## src/rtl/moldudp64_pkg.sv

```systemverilog
// moldudp64_pkg: shared widths, end-of-session marker, FSM and classification types
package moldudp64_pkg;
   localparam int SEQ_W = 64;
   localparam int ML_W = 16;
   localparam logic [15:0] MSG_CNT_EOS = 16'hFFFF;
   typedef enum logic [1:0] {ST_IDLE, ST_FWD, ST_DROP} state_e;
   typedef enum logic [1:0] {CLS_FWD, CLS_DUP, CLS_HB, CLS_EOS} cls_e;
endpackage

```

## src/rtl/moldudp64_seq_cls.sv

```systemverilog
// moldudp64_seq_cls: classifies a header against the next expected sequence number
module moldudp64_seq_cls #(
   parameter int SEQ_W = 64,
   parameter int ML_W = 16
) (
   input  logic [SEQ_W-1:0]        exp_i,
   input  logic                    sync_i,
   input  logic [SEQ_W-1:0]        seq_i,
   input  logic [ML_W-1:0]         cnt_i,
   output moldudp64_pkg::cls_e     cls_o,
   output logic [ML_W-1:0]         skip_o,
   output logic                    gap_v_o,
   output logic [SEQ_W-1:0]        gap_seq_o,
   output logic [SEQ_W-1:0]        gap_len_o,
   output logic [SEQ_W-1:0]        exp_next_o
);
   import moldudp64_pkg::*;
   logic [SEQ_W-1:0] end_w;
   always_comb begin
      end_w = seq_i + SEQ_W'(cnt_i);
      cls_o = CLS_FWD;
      skip_o = '0;
      gap_v_o = 1'b0;
      gap_seq_o = exp_i;
      gap_len_o = seq_i - exp_i;
      exp_next_o = end_w;
      if (cnt_i == ML_W'(MSG_CNT_EOS)) begin
         cls_o = CLS_EOS;
         exp_next_o = exp_i;
      end else if (!sync_i) begin
         cls_o = (cnt_i != '0) ? CLS_FWD : CLS_HB;
      end else if (cnt_i == '0) begin
         cls_o = CLS_HB;
         gap_v_o = seq_i > exp_i;
         exp_next_o = gap_v_o ? seq_i : exp_i;
      end else if (end_w <= exp_i) begin
         cls_o = CLS_DUP;
         exp_next_o = exp_i;
      end else if (seq_i <= exp_i) begin
         skip_o = ML_W'(exp_i - seq_i);
      end else begin
         gap_v_o = 1'b1;
      end
   end
endmodule

```

## src/rtl/moldudp64_ab_arbiter.sv

```systemverilog
// moldudp64_ab_arbiter: A/B feed arbiter forwarding the first useful copy of each packet
module moldudp64_ab_arbiter #(
   parameter int AXI_DATA_W = 64,
   parameter int AXI_KEEP_W = 8,
   parameter int SEQ_W = 64,
   parameter int ML_W = 16
) (
   input  logic                  clk,
   input  logic                  reset,
   input  logic                  a_hdr_v_i,
   input  logic [SEQ_W-1:0]      a_seq_num_i,
   input  logic [ML_W-1:0]       a_msg_cnt_i,
   input  logic                  a_axis_tvalid_i,
   input  logic [AXI_KEEP_W-1:0] a_axis_tkeep_i,
   input  logic [AXI_DATA_W-1:0] a_axis_tdata_i,
   input  logic                  a_axis_tlast_i,
   output logic                  a_axis_tready_o,
   input  logic                  b_hdr_v_i,
   input  logic [SEQ_W-1:0]      b_seq_num_i,
   input  logic [ML_W-1:0]       b_msg_cnt_i,
   input  logic                  b_axis_tvalid_i,
   input  logic [AXI_KEEP_W-1:0] b_axis_tkeep_i,
   input  logic [AXI_DATA_W-1:0] b_axis_tdata_i,
   input  logic                  b_axis_tlast_i,
   output logic                  b_axis_tready_o,
   output logic                  m_axis_tvalid_o,
   output logic [AXI_KEEP_W-1:0] m_axis_tkeep_o,
   output logic [AXI_DATA_W-1:0] m_axis_tdata_o,
   output logic                  m_axis_tlast_o,
   input  logic                  m_axis_tready_i,
   output logic                  m_sop_o,
   output logic [SEQ_W-1:0]      m_seq_num_o,
   output logic [ML_W-1:0]       m_msg_cnt_o,
   output logic [ML_W-1:0]       m_skip_o,
   output logic                  gap_v_o,
   output logic [SEQ_W-1:0]      gap_seq_o,
   output logic [SEQ_W-1:0]      gap_len_o,
   output logic                  eos_v_o
);
   import moldudp64_pkg::*;
   state_e state_q, state_d;
   cls_e cls;
   logic sel_q, sel_d, last_q, last_d, sync_q, sync_d, sop_q, sop_d;
   logic gap_v_q, gap_v_d, eos_v_q, eos_v_d;
   logic [SEQ_W-1:0] exp_q, exp_d, seq_q, seq_d, gap_seq_q, gap_seq_d, gap_len_q, gap_len_d;
   logic [ML_W-1:0] cnt_q, cnt_d, skip_q, skip_d;
   logic pick_b, s_valid, s_last, s_ready, hs, c_gap_v;
   logic [SEQ_W-1:0] c_seq, c_gap_seq, c_gap_len, c_exp;
   logic [ML_W-1:0] c_cnt, c_skip;
   // last_q high means B was granted last; ties go to the other feed
   assign pick_b = b_hdr_v_i & (!a_hdr_v_i | (b_seq_num_i < a_seq_num_i) |
                                ((b_seq_num_i == a_seq_num_i) & !last_q));
   assign c_seq = pick_b ? b_seq_num_i : a_seq_num_i;
   assign c_cnt = pick_b ? b_msg_cnt_i : a_msg_cnt_i;
   moldudp64_seq_cls #(.SEQ_W(SEQ_W), .ML_W(ML_W)) u_cls (
      .exp_i(exp_q), .sync_i(sync_q), .seq_i(c_seq), .cnt_i(c_cnt),
      .cls_o(cls), .skip_o(c_skip), .gap_v_o(c_gap_v), .gap_seq_o(c_gap_seq),
      .gap_len_o(c_gap_len), .exp_next_o(c_exp)
   );
   assign s_valid = sel_q ? b_axis_tvalid_i : a_axis_tvalid_i;
   assign s_last = sel_q ? b_axis_tlast_i : a_axis_tlast_i;
   assign s_ready = (state_q == ST_FWD) ? m_axis_tready_i : (state_q == ST_DROP);
   assign hs = s_valid & s_ready;
   assign a_axis_tready_o = !sel_q & s_ready;
   assign b_axis_tready_o = sel_q & s_ready;
   assign m_axis_tvalid_o = (state_q == ST_FWD) & s_valid;
   assign m_axis_tkeep_o = sel_q ? b_axis_tkeep_i : a_axis_tkeep_i;
   assign m_axis_tdata_o = sel_q ? b_axis_tdata_i : a_axis_tdata_i;
   assign m_axis_tlast_o = s_last;
   assign m_sop_o = sop_q & (state_q == ST_FWD);
   assign m_seq_num_o = seq_q;
   assign m_msg_cnt_o = cnt_q;
   assign m_skip_o = skip_q;
   assign gap_v_o = gap_v_q;
   assign gap_seq_o = gap_seq_q;
   assign gap_len_o = gap_len_q;
   assign eos_v_o = eos_v_q;
   always_comb begin
      state_d = state_q;
      sel_d = sel_q;
      last_d = last_q;
      sync_d = sync_q;
      sop_d = sop_q;
      exp_d = exp_q;
      seq_d = seq_q;
      cnt_d = cnt_q;
      skip_d = skip_q;
      gap_seq_d = gap_seq_q;
      gap_len_d = gap_len_q;
      gap_v_d = 1'b0;
      eos_v_d = 1'b0;
      if (state_q == ST_IDLE) begin
         if (a_hdr_v_i | b_hdr_v_i) begin
            state_d = (cls == CLS_FWD) ? ST_FWD : ST_DROP;
            sel_d = pick_b;
            sync_d = sync_q | (cls != CLS_EOS);
            sop_d = 1'b1;
            exp_d = c_exp;
            seq_d = c_seq;
            cnt_d = c_cnt;
            skip_d = c_skip;
            gap_v_d = c_gap_v;
            gap_seq_d = c_gap_seq;
            gap_len_d = c_gap_len;
            eos_v_d = cls == CLS_EOS;
         end
      end else if (hs) begin
         sop_d = 1'b0;
         state_d = s_last ? ST_IDLE : state_q;
         last_d = s_last ? sel_q : last_q;
      end
   end
   always_ff @(posedge clk) begin
      if (reset) begin
         state_q <= ST_IDLE;
         sel_q <= 1'b0;
         last_q <= 1'b1;
         sync_q <= 1'b0;
         sop_q <= 1'b0;
         exp_q <= '0;
         seq_q <= '0;
         cnt_q <= '0;
         skip_q <= '0;
         gap_v_q <= 1'b0;
         gap_seq_q <= '0;
         gap_len_q <= '0;
         eos_v_q <= 1'b0;
      end else begin
         state_q <= state_d;
         sel_q <= sel_d;
         last_q <= last_d;
         sync_q <= sync_d;
         sop_q <= sop_d;
         exp_q <= exp_d;
         seq_q <= seq_d;
         cnt_q <= cnt_d;
         skip_q <= skip_d;
         gap_v_q <= gap_v_d;
         gap_seq_q <= gap_seq_d;
         gap_len_q <= gap_len_d;
         eos_v_q <= eos_v_d;
      end
   end
endmodule
```

## config.mk

```make
export PLATFORM = sky130hd
export DESIGN_NAME = moldudp64_ab_arbiter
export DESIGN_NICKNAME = d
export VERILOG_FILES = /design/src/rtl/moldudp64_pkg.sv /design/src/rtl/moldudp64_seq_cls.sv /design/src/rtl/moldudp64_ab_arbiter.sv
export SDC_FILE = /design/constraint.sdc
export NUM_CORES = 1
export LEC_CHECK = 0
export CAP_MARGIN = 20
export CORE_AREA = 2 2 242 244
export DETAILED_ROUTE_END_ITERATION = 10
export DIE_AREA = 0 0 244 246
export PLACE_DENSITY = 0.68
export SETUP_SLACK_MARGIN = 0.1
export SLEW_MARGIN = 5
export SYNTH_ARGS = -nofsm -noshare
export SYNTH_HDL_FRONTEND = slang
export SYNTH_SLANG_ARGS = --single-unit
```

## constraint.sdc

```tcl
create_clock -name clk -period 18.33 [get_ports clk]
set_input_delay 3.666 -clock clk [delete_from_list [all_inputs] [get_ports clk]]
set_output_delay 3.666 -clock clk [all_outputs]
set_load 0.01 [all_outputs]
```

==> impl_results.md <==
- Gr usage total: 31.2%
- Final hold vios: 0
- Slowest CP cell: a31o_4
- Top Ports: 616
- Worst Skew: around 34 ps
- Max cap viols: 0
- Post-Synthesis Cells: 3,032
- Setup Buffers After CTS: 0
- Core Rows: between 80 and 90
- IO Port Bufs: 615
- Placed cells: roughly 4,300
- Synth unique cells: between 80 and 90
- Fmax: ~74 MHz
- Relative slew margins: between 30% and 40%
- Unrepaired setup endpoints after global routing: false
- Count leader, synth: nand2_1
- Syn avg cell area: 7.56 sq um
- H-Tree Depth: 2
- Initial antenna violation count: 8
- Asr flop ratio synth: 0%
- DRC: 0
- DR vias: ~24,000
- Cell taking the most area after synthesis: dfxtp_1
- Total Wirelength: 97,600 um
- Syn Std Cell Area: 22,900 sq um
- Synthesized flop and latch total: 296
- Die ar.: about 60,000 sq um
- Drt first pass iters: 6
- Synthesis Warnings: 0
- Crit share post-route: 74.0%
- CTS Root Cell: clkbuf_16
- Die W: 244 um
- Leak: 12.6 nW
- Initial Util: 40.0%
- Most frequent cells after synthesis: 405 x nand2_1, 296 x dfxtp_1, 289 x nor2_1
- Clk sinks: 296
- Worst Max-Slew Pin Slew: 1040 ps
- Area occupied by multi-input gates: 15,500 sq um
- Max FO, Critical Path: 53
- Vias in the first global route: 22,500
- Core area: 57,400 sq um
- Layout Utilization: 53.9%
- Cts hold-fix bufs: 0
- CTS tree: built
- Via/cell ratio: 5.53
- Status: finished clean
- Max-slew violations: 0
- Setup TNS: 0 ps
- Layout area overhead: 34.9%
- CTS Buf Count: 37
- Worst Setup Path Type: input pin to register
- CP Data Required Time: 18,800 ps
- Post-synthesis sequential area ratio: 25.9%
- Wire length per cell: approximately 22 um
- Proportion of netlist area held by the largest area contributor: 25.9%
- Endpoints failing setup: 0
- DP HPWL: 78,900 um
- GRT overflow: 0
- Post-synth top flop: dfxtp_1
- Crit path DAT: 14,040 ps
- Nets: slightly above 4,000
- Largest net degree at the start of global routing: 208
- Worst setup SP type: input pin
- Max incr delay on CP: roughly 780 ps
- Post-Syn Nets: 3,571
- Max IR drop VDD: 0.0633 mV
- CTS clk-pin slew, worst paths: around 60 ps
- CTS Buffer Depth: 3
- RD Place Congestion: approximately 1
- Worst-skew pair later-pin latency: 580 ps
- Post-route insts no fill: 4,347
- Number of routed nets with antenna violations: 0
- Post-cts resize count: 0
- DRT iter0 DRCs: roughly 2,400
- Worst min-delay path category: register to register
- Share of cells above drive strength 1: about 6%
- First-pass GRT wire length: 144,000 um
- Crit path capture type: register
- Register area: ~6000 sq um
- EDFF count, synth: 0
- Die Y: 246 um
- Power Dens Cells: about 110 nW/um^2
- Fillers: approximately 5,500
- Synth area leaders: dfxtp_1 26%, ha_1 12%, nand2_1 6.6%
- Period minus WS final: roughly 14,000 ps
[cells by family (layout without fill, tap and decap cells)]
logic type	count (synthesis)	count (layout)	share of synthesized area (%)
other cells	0	4	0
fa+ha+maj	226	226	12.4
buf+inv	408	954	6.86
compound gates	719	719	20.0
simple gates	1048	1048	20.6
flops	296	296	25.9
xor+xnor	164	164	6.27
mux	171	171	7.96
[stage by stage]
step	hold WS, ps	area [sq um]	total power [W]	setup WS [ps]
detailed placement	444	29700	0.00258	3960
global route	466	30900	0.00356	4020
global placement	438	29700	0.00258	4220
finish	451	30900	0.00337	4760
floorplan	432	22900	0.00186	7000
CTS	451	30900	0.00336	4510
[power breakdown]
group | internal, W | total (W) | switching [W]
clock network | 0.000444 | 0.000766 | 0.000322
logic | 0.000725 | 0.00173 | 0.00101
registers | 0.000776 | 0.000867 | 0.0000908
[cell usage in the layout (no fill, tap or decap), drive strengths merged, types with 18 or more instances in the layout]
cell type,instances
a211oi,93
a21o,72
a21oi,284
a31oi,18
and3,33
buf,27
clkbuf,46
clkdlybuf4s50,614
dfxtp,296
ha,223
inv,248
mux2,90
mux2i,81
nand2,405
nand3,93
nand4,62
nor2,289
nor3,63
nor4,25
o21ai,84
o21bai,19
o22ai,35
xnor2,140
xor2,24
[critical path: cells and delay by family]
family / cells / cell delay (ps)
buf+inv: 5 / 1680
xor+xnor: 1 / 130
mux: 1 / 370
fa+ha+maj: 4 / 1200
compound gates: 14 / 4450
simple gates: 11 / 2390
[metal layers]
metal	global-route usage (%)	up-vias	part of all wire, %
met5	0	-	0.045
met4	12.6	6	4.4
met3	6.07	167	7.9
met2	53.5	988	47
met1	38.4	11200	41
li1	-	11700	-
[registers in the layout, summed over array words and instances, names as in the netlist]
signal / count
gap_len_o: 64
state_q: 2
m_skip_o: 16
exp_q: 64
m_msg_cnt_o: 16
gap_seq_o: 64
last_q: 1
eos_v_o: 1
sync_q: 1
sel_q: 1
sop_q: 1
m_seq_num_o: 64
gap_v_o: 1
[layout make-up]
type,instances,area share [%]
clock buffers,44,3.18
inverters,244,2.96
flip-flops and latches,296,19.2
multi-input cells,2328,50.1
clock inverters,23,0.813
well taps,765,3.10
repair buffers,643,20.7
diodes,4,0.0324
[worst paths after layout]
check	end	slack, ps	startpoint	cells past startpoint
worst min register to register	gap_len_o[36]$_SDFFE_PP0P_	450	gap_len_o[36]$_SDFFE_PP0P_	2
worst max register to register	exp_q[52]$_SDFFE_PP0P_	9040	last_q$_SDFFE_PP1P_	32
worst max-delay path	exp_q[52]$_SDFFE_PP0P_	4760	a_seq_num_i[10]	36
worst min-delay path	gap_len_o[36]$_SDFFE_PP0P_	450	gap_len_o[36]$_SDFFE_PP0P_	2
(Power assumes the default switching activity.)
